[config.mk]
export PLATFORM = sky130hd
export DESIGN_NAME = hazard_ctrl
export DESIGN_NICKNAME = d
export VERILOG_FILES = /design/src/rtl/hazard_ctrl.sv
export SDC_FILE = /design/constraint.sdc
export NUM_CORES = 1
export LEC_CHECK = 0
export CORE_MARGIN = 2
export CORE_UTILIZATION = 63
export DETAILED_ROUTE_END_ITERATION = 10
export DONT_BUFFER_PORTS = 1
export GPL_ROUTABILITY_DRIVEN = 0
export PLACE_DENSITY = 0.88
export SYNTH_ARGS = -nofsm -noshare
export SYNTH_HDL_FRONTEND = slang
export SYNTH_SLANG_ARGS = --single-unit
[constraint.sdc]
create_clock -name clk -period 2.75 [get_ports clk]
set_input_delay 0.55 -clock clk [delete_from_list [all_inputs] [get_ports clk]]
set_output_delay 0.55 -clock clk [all_outputs]
set_load 0.01 [all_outputs]
[src/rtl/hazard_ctrl.sv]
// hazard_ctrl: pipeline hazard controller for load-use, taken-branch and memory-wait hazards.
//
// Ports:
//   clk, reset                 rising-edge clock, asynchronous active-high reset
//   id_rs1/id_rs2              source registers of the instruction in ID
//   id_uses_rs1/id_uses_rs2    ID instruction reads rs1/rs2
//   ex_rd                      destination register of the instruction in EXE
//   ex_mem_read/ex_reg_write   EXE instruction is a load / writes the register file
//   branch_taken               branch/jump resolved taken in EXE
//   mem_req/mem_ready          MEM-stage data access and its completion
//   stall_*/flush_*            combinational pipeline-register controls
//   lu_active                  FSM is inserting extra load-use bubbles
//   wait_timeout               sticky: a memory wait reached MAX_WAIT cycles
//   stall_cycles/flush_count   saturating performance counters
module hazard_ctrl #(
    parameter int REG_AW       = 5,
    parameter int LOAD_BUBBLES = 1,
    parameter int MAX_WAIT     = 15
) (
    input  logic              clk,
    input  logic              reset,
    input  logic [REG_AW-1:0] id_rs1,
    input  logic [REG_AW-1:0] id_rs2,
    input  logic              id_uses_rs1,
    input  logic              id_uses_rs2,
    input  logic [REG_AW-1:0] ex_rd,
    input  logic              ex_mem_read,
    input  logic              ex_reg_write,
    input  logic              branch_taken,
    input  logic              mem_req,
    input  logic              mem_ready,
    output logic              stall_pc,
    output logic              stall_if_id,
    output logic              stall_id_exe,
    output logic              stall_exe_mem,
    output logic              flush_if_id,
    output logic              flush_id_exe,
    output logic              lu_active,
    output logic              wait_timeout,
    output logic [31:0]       stall_cycles,
    output logic [31:0]       flush_count
);
    typedef enum logic {RUN, LU_STALL} state_t;

    state_t      r_state;
    logic [1:0]  r_lu_cnt;
    logic [7:0]  r_wait_cnt;
    logic        r_timeout;
    logic [31:0] r_stall_cycles;
    logic [31:0] r_flush_count;

    logic w_mw;
    logic w_lu;
    logic w_bt;
    logic w_bub;

    assign w_mw  = mem_req & ~mem_ready;
    assign w_lu  = ex_mem_read & ex_reg_write & (ex_rd != '0) &
                   ((id_uses_rs1 & (id_rs1 == ex_rd)) | (id_uses_rs2 & (id_rs2 == ex_rd)));
    // A branch under a memory wait is deferred: the EXE instruction is still held.
    assign w_bt  = ~w_mw & branch_taken;
    assign w_bub = ~w_mw & ~branch_taken & ((r_state == LU_STALL) | w_lu);

    assign stall_pc      = ~reset & (w_mw | w_bub);
    assign stall_if_id   = ~reset & (w_mw | w_bub);
    assign stall_id_exe  = ~reset & w_mw;
    assign stall_exe_mem = ~reset & w_mw;
    assign flush_if_id   = ~reset & w_bt;
    assign flush_id_exe  = ~reset & (w_bt | w_bub);

    assign lu_active    = (r_state == LU_STALL);
    assign wait_timeout = r_timeout;
    assign stall_cycles = r_stall_cycles;
    assign flush_count  = r_flush_count;

    always_ff @(posedge clk or posedge reset) begin
        if (reset) begin
            r_state        <= RUN;
            r_lu_cnt       <= '0;
            r_wait_cnt     <= '0;
            r_timeout      <= 1'b0;
            r_stall_cycles <= '0;
            r_flush_count  <= '0;
        end else begin
            if (w_mw) begin
                if (r_wait_cnt != 8'hFF) r_wait_cnt <= r_wait_cnt + 8'd1;
                if (r_wait_cnt == 8'(MAX_WAIT - 1)) r_timeout <= 1'b1;
            end else begin
                r_wait_cnt <= '0;
                if (w_bt) begin
                    r_state  <= RUN;
                    r_lu_cnt <= '0;
                end else if (r_state == LU_STALL) begin
                    if (r_lu_cnt == 2'(LOAD_BUBBLES - 1)) begin
                        r_state  <= RUN;
                        r_lu_cnt <= '0;
                    end else begin
                        r_lu_cnt <= r_lu_cnt + 2'd1;
                    end
                end else if (w_lu && LOAD_BUBBLES > 1) begin
                    r_state  <= LU_STALL;
                    r_lu_cnt <= 2'd1;
                end
            end
            if (w_bt && r_flush_count != '1) r_flush_count <= r_flush_count + 32'd1;
            if ((w_mw | w_bub) && r_stall_cycles != '1) r_stall_cycles <= r_stall_cycles + 32'd1;
        end
    end
endmodule
==> results <==
-- layout make-up --
class                   instances  share of cell area, %
flip-flops and latches         76                   46.6
multi-input cells             264                   43.3
clock buffers                   9                   3.04
clock inverters                 7                   2.42
well taps                      75                   2.30
repair buffers                  7                   1.60
inverters                       8                  0.736
-- cell usage after synthesis (all sizes together) (6+ instances only) --
| cell | n |
|---|---|
| nor2 | 29 |
| dfrtp | 76 |
| nor3 | 10 |
| nand2 | 27 |
| and4 | 9 |
| and2 | 7 |
| inv | 8 |
| ha | 6 |
| nand3 | 32 |
| buf | 6 |
| xnor2 | 58 |
| xor2 | 16 |
| and3 | 15 |
| nand4 | 28 |
-- layer usage --
metal | vias to the layer above | wire length [microns] | track usage, %
met1 | 1378 | 3310 | 30.1
met3 | 9 | 698 | 11.0
li1 | 1264 | - | -
met2 | 95 | 3850 | 39.9
met5 | - | 0 | 0
met4 | 0 | 101 | 9.15
-- cells by family after synthesis --
family | count (synthesis) | synth area share, %
XOR/XNOR | 74 | 17.3
multiplexers | 2 | 0.600
flip-flops | 76 | 50.7
AND/OR/NAND/NOR | 163 | 23.3
AO/OA/AOI/OAI | 19 | 3.80
buffers and inverters | 18 | 2.30
adder cells (fa/ha/maj) | 6 | 2.00
-- sequential cells by signal, summed over array words and instances, names as in the netlist --
register / count
flush_count: 32
lu_active: 1
r_lu_cnt: 2
r_wait_cnt: 8
stall_cycles: 32
wait_timeout: 1
-- cell usage in the layout (no fill, tap or decap), types with 2 or more instances in the layout --
cell type	n
ha_1	6
and2_1	6
dfrtp_1	76
nand3_1	32
a41o_1	2
nor2_1	28
inv_6	2
nor3_1	9
inv_1	7
nand2_1	26
nand4_1	28
nand2b_1	2
clkbuf_8	9
and4_1	9
mux2_2	2
buf_4	6
o21ai_0	4
bufinv_16	2
a22o_1	2
xor2_1	16
a31oi_1	2
a21oi_1	2
and3_1	13
xnor2_1	58
-- metrics by stage --
stage          hold WS [ps]  instances  utilization (%)
2_1_floorplan           466        358                -
3_3_place_gp            473        430             65.9
3_5_place_dp            492        430             65.9
4_1_cts                96.1        446             69.7
5_1_grt                 111        446             69.7
6_report               87.5        446             69.7
-- worst paths after layout --
| check | startpoint | to | slack [ps] | cells past startpoint |
|---|---|---|---|---|
| worst min-delay path | reset | lu_active | 90 | 1 |
| worst max register to register | stall_cycles[18] | stall_cycles[7] | 260 | 7 |
| worst max-delay path | stall_cycles[18] | stall_cycles[7] | 260 | 7 |
| max in group asynchronous | reset | flush_count[27] | 2010 | 2 |
| worst min register to register | r_lu_cnt[0] | r_lu_cnt[0] | 510 | 1 |
| min in group clk | branch_taken | lu_active | 400 | 2 |
-- worst max-delay path, cell delays in order (launching register included) --
cell and delay [ps]:
dfrtp_1 460, and4_1 290, and2_1 230, nand4_1 120, nor2_1 80, nor2_2 760
nand4_1 240, xnor2_1 190
-- power by group --
group	switching, W	internal (W)
combinational	0.000154	0.000125
clock	0.000444	0.000517
sequential	0.000190	0.00121
==> parameters.txt <==
Parameter                              Value

STA
  Post-Route Setup TNS ... 0 ps
  Slew @ Worst Pin ... 1010 ps
  Worst-case setup margin in the final layout ... 257 ps
  Count of final setup violators ... 0
  Final hold violation count ... 0
  Unrepaired setup endpoints after global routing ... false
  Final Max Tran Viols ... 0
  Relative slew margins ... 32.8%
  Crit share post-route ... approximately nine tenths
  Highest Clock Rate ... 0.401 GHz
  Min Clock Period, post-route ... 2490 ps
  Layout Skew ... about 8.6 ps

Power and ir drop
  Power density relative to cell area ... between 600 and 700 mW/mm^2
  IR Drop Worst-Case VDD ... 0.580 mV
  Static Leakage ... 1.78 nW
  Power consumption ... 0.00264 W

Synthesis
  Yosys top cell area share ... 50.7%
  Main synth FF type ... dfrtp_1
  Post-synthesis sequential area ratio ... 50.7%
  Proportion of register bits with asynchronous set or reset after synthesis ... 100%
  EDFF count, synth ... 0
  Synthesized Nets ... 388
  Top cells by area in the synthesized netlist ... dfrtp_1 (51%), xnor2_1 (14%), nand4_1 (4.7%)
  Cell type with the highest aggregate area in the netlist ... dfrtp_1
  Count of synthesis-stage warnings from yosys ... 0
  Average size of a mapped cell ... between 10 and 15 sq um
  Number of instances in the synthesized netlist ... between 300 and 400
  Mapped cell area ... ~0.0038 sq mm
  Number of distinct library cell variants in the gate-level netlist after synthesis ... a little over 40
  Synth Register Bits ... 76

Setup path
  Setup Crit Path Kind ... flop to flop
  Worst Path Max Fanout ... 27
  Kind of start point of the critical path ... flop
  Critical path required time ... 2990 ps
  Arrival time worst endpoint ... 2730 ps
  CP Capture Type ... flop

Clock tree
  Maximum level of the CTS H-tree ... 3
  Root buffer cell ... clkbuf_8
  Clock Sinks ... 76
  Num CTS Buffers ... 9
  Setup repair bufs after CTS ... 0
  Number of buffers inserted for hold repair after clock tree synthesis ... 0
  Clock-pin slew on the worst setup and hold paths ... 90 ps
  Resize count post-CTS ... 0
  Clk_lat worst skew ... 360 ps
  Clock tree from TritonCTS ... built
  Bufs on Longest Clock Path ... 2

Die
  Rows ... 28
  Die extent in y ... 81.2 microns
  Die footprint ... 0.00659 sq mm
  Area of the core region ... 0.00585 sq mm
  Initial Util ... between 60% and 70%
  Die W ... 81.2 microns
  Boundary pin count ... 96

Finish
  Filler Cells Inserted ... 412
  Layout overhead on the synthesized area ... 8.67%
  Storage element area ... 0.00190 sq mm
  Count of nets after finishing ... 396
  Area of combinational cells with multiple inputs ... 0.00176 sq mm
  Layout cell share with drive strength beyond 1 ... 9.16%
  Number of antenna repair diodes ... 0
  Post-layout instance area ... 0.00408 sq mm

Drt
  Detailed-routing iteration count for the pre-antenna-repair pass ... 4
  Detailed Route WL ... 7960 microns
  Detailed Route Iter0 Violations ... between 150 and 200
  Post-detailed-route via-to-cell ratio ... 6.16
  Routed len/inst ... 17.8 microns
  Drt drc ... 0
  Number of vias after detailed routing ... around 2700
  Routed Antenna Nets ... 0

GRT
  Sum of overflow across all layers after global routing ... 0
  GRT Resource Usage Total ... 25.0%
  Largest net degree at the start of global routing ... 56
  Number of global-route vias before repair ... 2678
  First-pass GRT wire length ... 12400 microns
  Initial antenna violation count ... 0

Place
  Worst-case setup slack after placement ... 170 ps
  HPWL reported at the end of detailed placement ... 5670 microns
  Input/output buffers ... 0
  Area after detailed placement ... 0.00385 sq mm

Worst hold path
  HP Class ... input pin to asynchronous set/reset pin

Run
  # Max-Cap Violations ... 0

Run status
  Result of the run ... finished, final reports clean
(Power assumes the default switching activity.)
